<file path="config.mk">
export PLATFORM = sky130hd
export DESIGN_NAME = msgmii_clk_monitor_flat
export DESIGN_NICKNAME = d
export VERILOG_FILES = /design/src/rtl/msgmii_clk_monitor_if.sv /design/src/rtl/msgmii_clk_monitor.sv /design/src/flat_wrapper.sv
export SDC_FILE = /design/constraint.sdc
export NUM_CORES = 1
export LEC_CHECK = 0
export BUFFER_PORTS_ARGS = -buffer_cell sky130_fd_sc_hd__buf_4
export CORE_UTILIZATION = 61
export CTS_BUF_LIST = sky130_fd_sc_hd__clkbuf_2
export DETAILED_ROUTE_END_ITERATION = 10
export PLACE_DENSITY = 0.89
export SYNTH_ARGS = -nofsm -noshare
export SYNTH_HDL_FRONTEND = slang
export SYNTH_SLANG_ARGS = --single-unit
</file>
<file path="constraint.sdc">
create_clock -name clk -period 4.7 [get_ports clk]
set_input_delay 0 -clock clk [delete_from_list [all_inputs] [get_ports clk]]
set_output_delay 0 -clock clk [all_outputs]
set_load 0.01 [all_outputs]
</file>
<file path="src/rtl/msgmii_clk_monitor_if.sv">
// ---------------------------------------------------------------------------
// msgmii_clk_monitor_if
// Bundles the per-domain clock/reset observation inputs and the supervisor
// status outputs of msgmii_clk_monitor.
//   dom_tgl   : per-domain free-running toggle (async to the system clock)
//   dom_rst   : per-domain synchronised reset, active-high (async)
//   clr_fault : single-cycle pulse clearing the sticky fault flag
//   reset_req : request into the domain reset generators, active-high
//   clk_ok    : per-domain clock-alive flags
//   all_ready : every clock alive and every domain reset released
//   fault     : sticky fault flag
//   fault_cnt : saturating count of fault events
// modport slave  : the monitor (consumes observations, drives status)
// modport master : the environment (drives observations, reads status)
// ---------------------------------------------------------------------------
interface msgmii_clk_monitor_if #(
   parameter int N_DOM = 5
);
   logic [N_DOM-1:0] dom_tgl;
   logic [N_DOM-1:0] dom_rst;
   logic             clr_fault;
   logic             reset_req;
   logic [N_DOM-1:0] clk_ok;
   logic             all_ready;
   logic             fault;
   logic [7:0]       fault_cnt;

   modport master (
      output dom_tgl, dom_rst, clr_fault,
      input  reset_req, clk_ok, all_ready, fault, fault_cnt
   );

   modport slave (
      input  dom_tgl, dom_rst, clr_fault,
      output reset_req, clk_ok, all_ready, fault, fault_cnt
   );
endinterface

</file>
<file path="src/rtl/msgmii_clk_monitor.sv">
// ---------------------------------------------------------------------------
// msgmii_clk_monitor
// System-clock-domain supervisor for the MSGMII clock/reset network. Checks
// that every domain clock is alive via its toggle, holds the reset request
// until all clocks run, waits for every domain reset to release, and reports
// a sticky fault (with a saturating event count) on clock loss or an
// unexpected domain reset reassertion, then re-sequences.
// Ports:
//   clk   : system clock, all logic on posedge
//   reset : asynchronous active-high reset
//   mon   : msgmii_clk_monitor_if.slave (dom_tgl, dom_rst, clr_fault in;
//           reset_req, clk_ok, all_ready, fault, fault_cnt out)
// ---------------------------------------------------------------------------
module msgmii_clk_monitor #(
   parameter int N_DOM    = 5,
   parameter int TIMEOUT  = 64,
   parameter int CNT_W    = 7,
   parameter int HOLD_CYC = 16
) (
   input  logic                 clk,
   input  logic                 reset,
   msgmii_clk_monitor_if.slave  mon
);

   localparam int               HC_W    = (HOLD_CYC > 1) ? $clog2(HOLD_CYC) : 1;
   localparam logic [CNT_W-1:0] WD_MAX  = CNT_W'(TIMEOUT);
   localparam logic [HC_W-1:0]  HC_LAST = HC_W'(HOLD_CYC - 1);

   typedef enum logic [1:0] {
      ST_HOLD    = 2'd0,
      ST_RELEASE = 2'd1,
      ST_READY   = 2'd2,
      ST_FAULT   = 2'd3
   } state_t;

   logic [N_DOM-1:0] tgl_s1_q, tgl_s2_q, tgl_s3_q;
   logic [N_DOM-1:0] rst_s1_q, rst_s2_q;
   logic [N_DOM-1:0] tgl_edge;
   logic [CNT_W-1:0] wd_q [N_DOM];
   logic [CNT_W-1:0] wd_d [N_DOM];
   logic [N_DOM-1:0] clk_ok_q, clk_ok_d;
   state_t           state_q, state_d;
   logic [HC_W-1:0]  hold_cnt_q, hold_cnt_d;
   logic             reset_req_q, reset_req_d;
   logic             all_ready_q, all_ready_d;
   logic             fault_q, fault_d;
   logic [7:0]       fault_cnt_q, fault_cnt_d;

   // Two-flop synchronisers; the third toggle flop exposes one edge pulse
   // per domain clock edge regardless of toggle polarity.
   always_ff @(posedge clk or posedge reset) begin
      if (reset) begin
         tgl_s1_q <= '0;
         tgl_s2_q <= '0;
         tgl_s3_q <= '0;
         rst_s1_q <= '1;
         rst_s2_q <= '1;
      end else begin
         tgl_s1_q <= mon.dom_tgl;
         tgl_s2_q <= tgl_s1_q;
         tgl_s3_q <= tgl_s2_q;
         rst_s1_q <= mon.dom_rst;
         rst_s2_q <= rst_s1_q;
      end
   end

   assign tgl_edge = tgl_s2_q ^ tgl_s3_q;

   // Watchdogs start saturated so a domain never seen toggling reads as dead.
   always_comb begin
      for (int i = 0; i < N_DOM; i++) begin
         wd_d[i] = wd_q[i];
         if (tgl_edge[i]) begin
            wd_d[i] = '0;
         end else if (wd_q[i] < WD_MAX) begin
            wd_d[i] = wd_q[i] + 1'b1;
         end
         clk_ok_d[i] = (wd_q[i] < WD_MAX);
      end
   end

   always_ff @(posedge clk or posedge reset) begin
      if (reset) begin
         for (int i = 0; i < N_DOM; i++) begin
            wd_q[i] <= WD_MAX;
         end
         clk_ok_q <= '0;
      end else begin
         for (int i = 0; i < N_DOM; i++) begin
            wd_q[i] <= wd_d[i];
         end
         clk_ok_q <= clk_ok_d;
      end
   end

   // Sequencer. Outputs are registered from the next state so all_ready and
   // reset_req change in the same cycle as the state itself.
   always_comb begin
      state_d    = state_q;
      hold_cnt_d = hold_cnt_q;
      case (state_q)
         ST_HOLD: begin
            if (hold_cnt_q == HC_LAST) begin
               if (&clk_ok_q) state_d = ST_RELEASE;
            end else begin
               hold_cnt_d = hold_cnt_q + 1'b1;
            end
         end
         ST_RELEASE: begin
            // Every clock was alive on entry, so any zero here is a fall.
            if (!(&clk_ok_q))          state_d = ST_FAULT;
            else if (rst_s2_q == '0)   state_d = ST_READY;
         end
         ST_READY: begin
            // Resets were all low on entry, so any high bit is a rise.
            if (!(&clk_ok_q) || (|rst_s2_q)) state_d = ST_FAULT;
         end
         default: begin
            state_d    = ST_HOLD;
            hold_cnt_d = '0;
         end
      endcase

      reset_req_d = (state_d == ST_HOLD) || (state_d == ST_FAULT);
      all_ready_d = (state_d == ST_READY);

      // A clear arriving on FAULT entry or during the FAULT cycle loses.
      fault_d = fault_q;
      if (mon.clr_fault) fault_d = 1'b0;
      if ((state_d == ST_FAULT) || (state_q == ST_FAULT)) fault_d = 1'b1;

      fault_cnt_d = fault_cnt_q;
      if ((state_d == ST_FAULT) && (fault_cnt_q != 8'hFF)) begin
         fault_cnt_d = fault_cnt_q + 8'd1;
      end
   end

   always_ff @(posedge clk or posedge reset) begin
      if (reset) begin
         state_q     <= ST_HOLD;
         hold_cnt_q  <= '0;
         reset_req_q <= 1'b1;
         all_ready_q <= 1'b0;
         fault_q     <= 1'b0;
         fault_cnt_q <= 8'd0;
      end else begin
         state_q     <= state_d;
         hold_cnt_q  <= hold_cnt_d;
         reset_req_q <= reset_req_d;
         all_ready_q <= all_ready_d;
         fault_q     <= fault_d;
         fault_cnt_q <= fault_cnt_d;
      end
   end

   assign mon.reset_req = reset_req_q;
   assign mon.clk_ok    = clk_ok_q;
   assign mon.all_ready = all_ready_q;
   assign mon.fault     = fault_q;
   assign mon.fault_cnt = fault_cnt_q;

endmodule
</file>
<file path="src/flat_wrapper.sv">
// flat-port wrapper written by rule: the top's interface ports become plain ports
module msgmii_clk_monitor_flat 
#(
   parameter int N_DOM    = 5,
   parameter int TIMEOUT  = 64,
   parameter int CNT_W    = 7,
   parameter int HOLD_CYC = 16
)
  (clk, reset, mon_dom_tgl, mon_dom_rst, mon_clr_fault, mon_reset_req, mon_clk_ok, mon_all_ready, mon_fault, mon_fault_cnt);
  msgmii_clk_monitor_if #(.N_DOM(N_DOM)) mon_i ();
  input  logic clk;
  input  logic reset;
  input wire logic [$bits(mon_i.dom_tgl)-1:0] mon_dom_tgl;
  input wire logic [$bits(mon_i.dom_rst)-1:0] mon_dom_rst;
  input wire logic [$bits(mon_i.clr_fault)-1:0] mon_clr_fault;
  output wire logic [$bits(mon_i.reset_req)-1:0] mon_reset_req;
  output wire logic [$bits(mon_i.clk_ok)-1:0] mon_clk_ok;
  output wire logic [$bits(mon_i.all_ready)-1:0] mon_all_ready;
  output wire logic [$bits(mon_i.fault)-1:0] mon_fault;
  output wire logic [$bits(mon_i.fault_cnt)-1:0] mon_fault_cnt;
  assign mon_i.dom_tgl = mon_dom_tgl;
  assign mon_i.dom_rst = mon_dom_rst;
  assign mon_i.clr_fault = mon_clr_fault;
  assign mon_reset_req = mon_i.reset_req;
  assign mon_clk_ok = mon_i.clk_ok;
  assign mon_all_ready = mon_i.all_ready;
  assign mon_fault = mon_i.fault;
  assign mon_fault_cnt = mon_i.fault_cnt;
  msgmii_clk_monitor #(.N_DOM(N_DOM), .TIMEOUT(TIMEOUT), .CNT_W(CNT_W), .HOLD_CYC(HOLD_CYC)) u_core (.clk(clk), .reset(reset), .mon(mon_i));
endmodule
</file>
==> results.md <==
- Outcome: finished clean
- Mapped Area: 0.00329 sq mm
- Unique masters post-synth: 37
- Max Freq: 375 MHz
- CP max FO: 9
- Final instance area: 0.00381 sq mm
- RSZ-0062 raised after global routing: no
- H-tree depth: 3
- N_diodes: 0
- FF-to-FF Start: u_core.state_q[0]
- Placeable Area: 0.00514 sq mm
- Clock transition at path regs: 0.20 ns
- Final Hold Slack: 0.137 ns
- DR pass1 iterations: 4
- Final min period: 2.66 ns
- Iter 0 DRT Violations: 96
- Row cnt: 26
- Net Count, Synth: 297
- Total CTS buffers: 9
- Worst path required time: 5.15 ns
- Critical path capture point type: flip-flop
- Drt total wl: 5.34 mm
- Initial antenna violation count: 0
- # port buffers: 28
- Final setup vio count: 0
- Crit Path Category: reg2reg
- Max Cap Viol: 0
- Final Hold Viols: 0
- Largest net degree at the start of global routing: 50
- Post-DP HPWL: 3.59 mm
- Seq cells post-synth: 82
- Placed cells: 369
- Hold Crit Start: mon_dom_rst[4]
- Worst hold endpoint: u_core.rst_s1_q[4]
- Most used DFF post-synth: dfrtp_1
- Actual slew at the worst max-slew pin: 0.947 ns
- Synth top area cells: dfrtp_1 50%, dfstp_2 13%, xor2_1 6.1%
- Slew Limit Fails: 0
- Clock Latency Late Sink: 0.50 ns
- Cell taking the most area after synthesis: dfrtp_1
- Layout cells sized above 1: 21.1%
- Hold depth: 2
- Average size of a mapped cell: 12.1 sq um
- Clk sinks: 82
- GR Util All Layers: 22.2%
- Total gr overflow: 0
- P_leak: 1.74 nW
- Post-route ant nets: 0
- Slew HR: 36.8%
- Die height: 75.4 um
- First-pass GRT wire length: 9.00 mm
- Max clock buf depth: 2
- Fin Setup TNS: 0 ns
- EDFF count, synth: 0
- Root Buffer: clkbuf_2
- FF-to-FF End: u_core.mon.fault_cnt[7]
- Finished Core Util: 74.2%
- Most common cell in the netlist: dfrtp_1
- WL per Instance: 13.4 um
- Worst Clk Skew: 0.0227 ns
- Async S/R FF share, synth: 100%
- Critical Path Start Type: flip-flop
- GPL Wtd Cong: 0.780
- Area Growth Syn to Fin: 15.9%
- Worst hold-check path type: in2reg
- Die width: 75.4 um
- Seq/Total Area, Yosys: 63.0%
- Initial Util: 64.0%
- CTS tree: built
- Post-route insts no fill: 397
- Worst-case reg-to-reg path depth: 10
- Post-CTS Repair Setup Buffers: 0
- Via count: 2124
- Final worst path period share: 56.7%
- CP Data Arrival Time: 3.11 ns
- Die area: 0.00569 sq mm
- Area of placed instances: 0.00359 sq mm
- Nets@finish: 348
- PD cells: 408 mW/mm^2
- Vias in the first global route: 2065
- Post-Synthesis Cells: 271
- Vias per cell: 5.35
- Worst VDD drop: 0.225 mV
- Post-synth top area share: 50.2%
- Commonest cells post-synth: 66 x dfrtp_1, 39 x nor2_1, 23 x xor2_1, 16 x dfstp_2
- IO Pins: 29
- Post-route DRC: 0
- Warnings from Yosys: 0
- R2r setup slk: 2.04 ns
worst max path at each step:
stage	from	endpoint	slack, ns	cells after the start
after floorplan	u_core.state_q[0]	u_core.mon.fault_cnt[5]	2.54	11
after global placement	u_core.state_q[0]	u_core.mon.fault_cnt[7]	2.42	10
after detailed placement	u_core.state_q[0]	u_core.mon.fault_cnt[7]	2.26	10
after CTS	u_core.state_q[0]	u_core.mon.fault_cnt[7]	2.10	10
after global routing	u_core.state_q[0]	u_core.mon.fault_cnt[7]	1.90	10
final	u_core.state_q[0]	u_core.mon.fault_cnt[7]	2.04	10
layout by cell type (no fill, tap or decap), types with 2 or more instances in the layout:
cell type / instances
nor2_1: 39
nand4_1: 7
and3_1: 3
clkbuf_2: 12
inv_1: 8
nand2_1: 12
buf_4: 29
dfrtp_1: 66
inv_2: 4
o21ai_0: 11
xnor2_1: 7
clkinv_1: 2
and4_1: 3
a21o_1: 2
a31oi_1: 2
nor2b_1: 5
nand3_1: 13
xor2_1: 23
mux2i_1: 6
ha_1: 13
a21oi_1: 9
or3_1: 5
dlygate4sd3_1: 12
dfstp_2: 16
kinds of logic after synthesis:
logic type,count (synthesis),share of synthesized area [%]
buf+inv,13,1.52
compound gates,33,6.16
simple gates,93,14.3
fa+ha+maj,13,4.94
flops,82,63.0
xor+xnor,30,7.98
mux,7,2.17
layer usage:
layer,GRT usage (%),up-vias,share of wire [%],wire [um]
li1,-,1024,-,-
met1,28.2,1044,43,2320
met2,35.6,46,51,2710
met3,7.41,10,4.1,217
met4,8.85,0,1.7,92
met5,0,-,0,0
flip-flops by register name, summed over array words and instances (netlist names):
name	cells
u_core.tgl_s2_q	5
u_core.mon.fault	1
u_core.mon.reset_req	1
u_core.mon.clk_ok	5
u_core.rst_s1_q	5
u_core.wd_q	35
u_core.rst_s2_q	5
u_core.tgl_s3_q	5
u_core.hold_cnt_q	4
u_core.mon.all_ready	1
u_core.state_q	2
u_core.tgl_s1_q	5
u_core.mon.fault_cnt	8
power breakdown:
group | switching (mW) | internal (mW)
Combinational | 0.195 | 0.165
Sequential | 0.0668 | 0.790
Clock | 0.213 | 0.126
through the flow:
stage / total power, mW / setup slack [ns]
2_1_floorplan: 1.10 / 2.54
3_3_place_gp: 1.19 / 2.42
3_5_place_dp: 1.21 / 2.26
4_1_cts: 1.57 / 2.10
5_1_grt: 1.66 / 1.90
6_report: 1.56 / 2.04
worst max-delay path, stage by stage, from the launching register on:
cell      delay [ns]
dfrtp_1         0.47
inv_1           0.12
ha_1            0.33
and4_1          0.29
mux2i_1         0.11
a21oi_1         0.24
ha_1            0.29
and4_1          0.26
o211ai_1        0.16
nor2_1          0.17
xor2_1          0.17
final cells by class:
cell class / instances / area (sq um)
flip-flops and latches: 82 / 2070
fillers: 370 / 1330
multi-input cells: 176 / 1170
repair buffers: 41 / 338
well taps: 70 / 87.6
clock buffers: 12 / 60.1
inverters: 12 / 45.0
clock inverters: 4 / 42.5
timing repair:
| action | in CTS | in global routing |
|---|---|---|
| resized for setup | 0 | 0 |
| hold buffers | 12 | 0 |
| endpoints found under the hold margin | 45 | 0 |
Note: power is estimated with default switching activity, not from simulation.
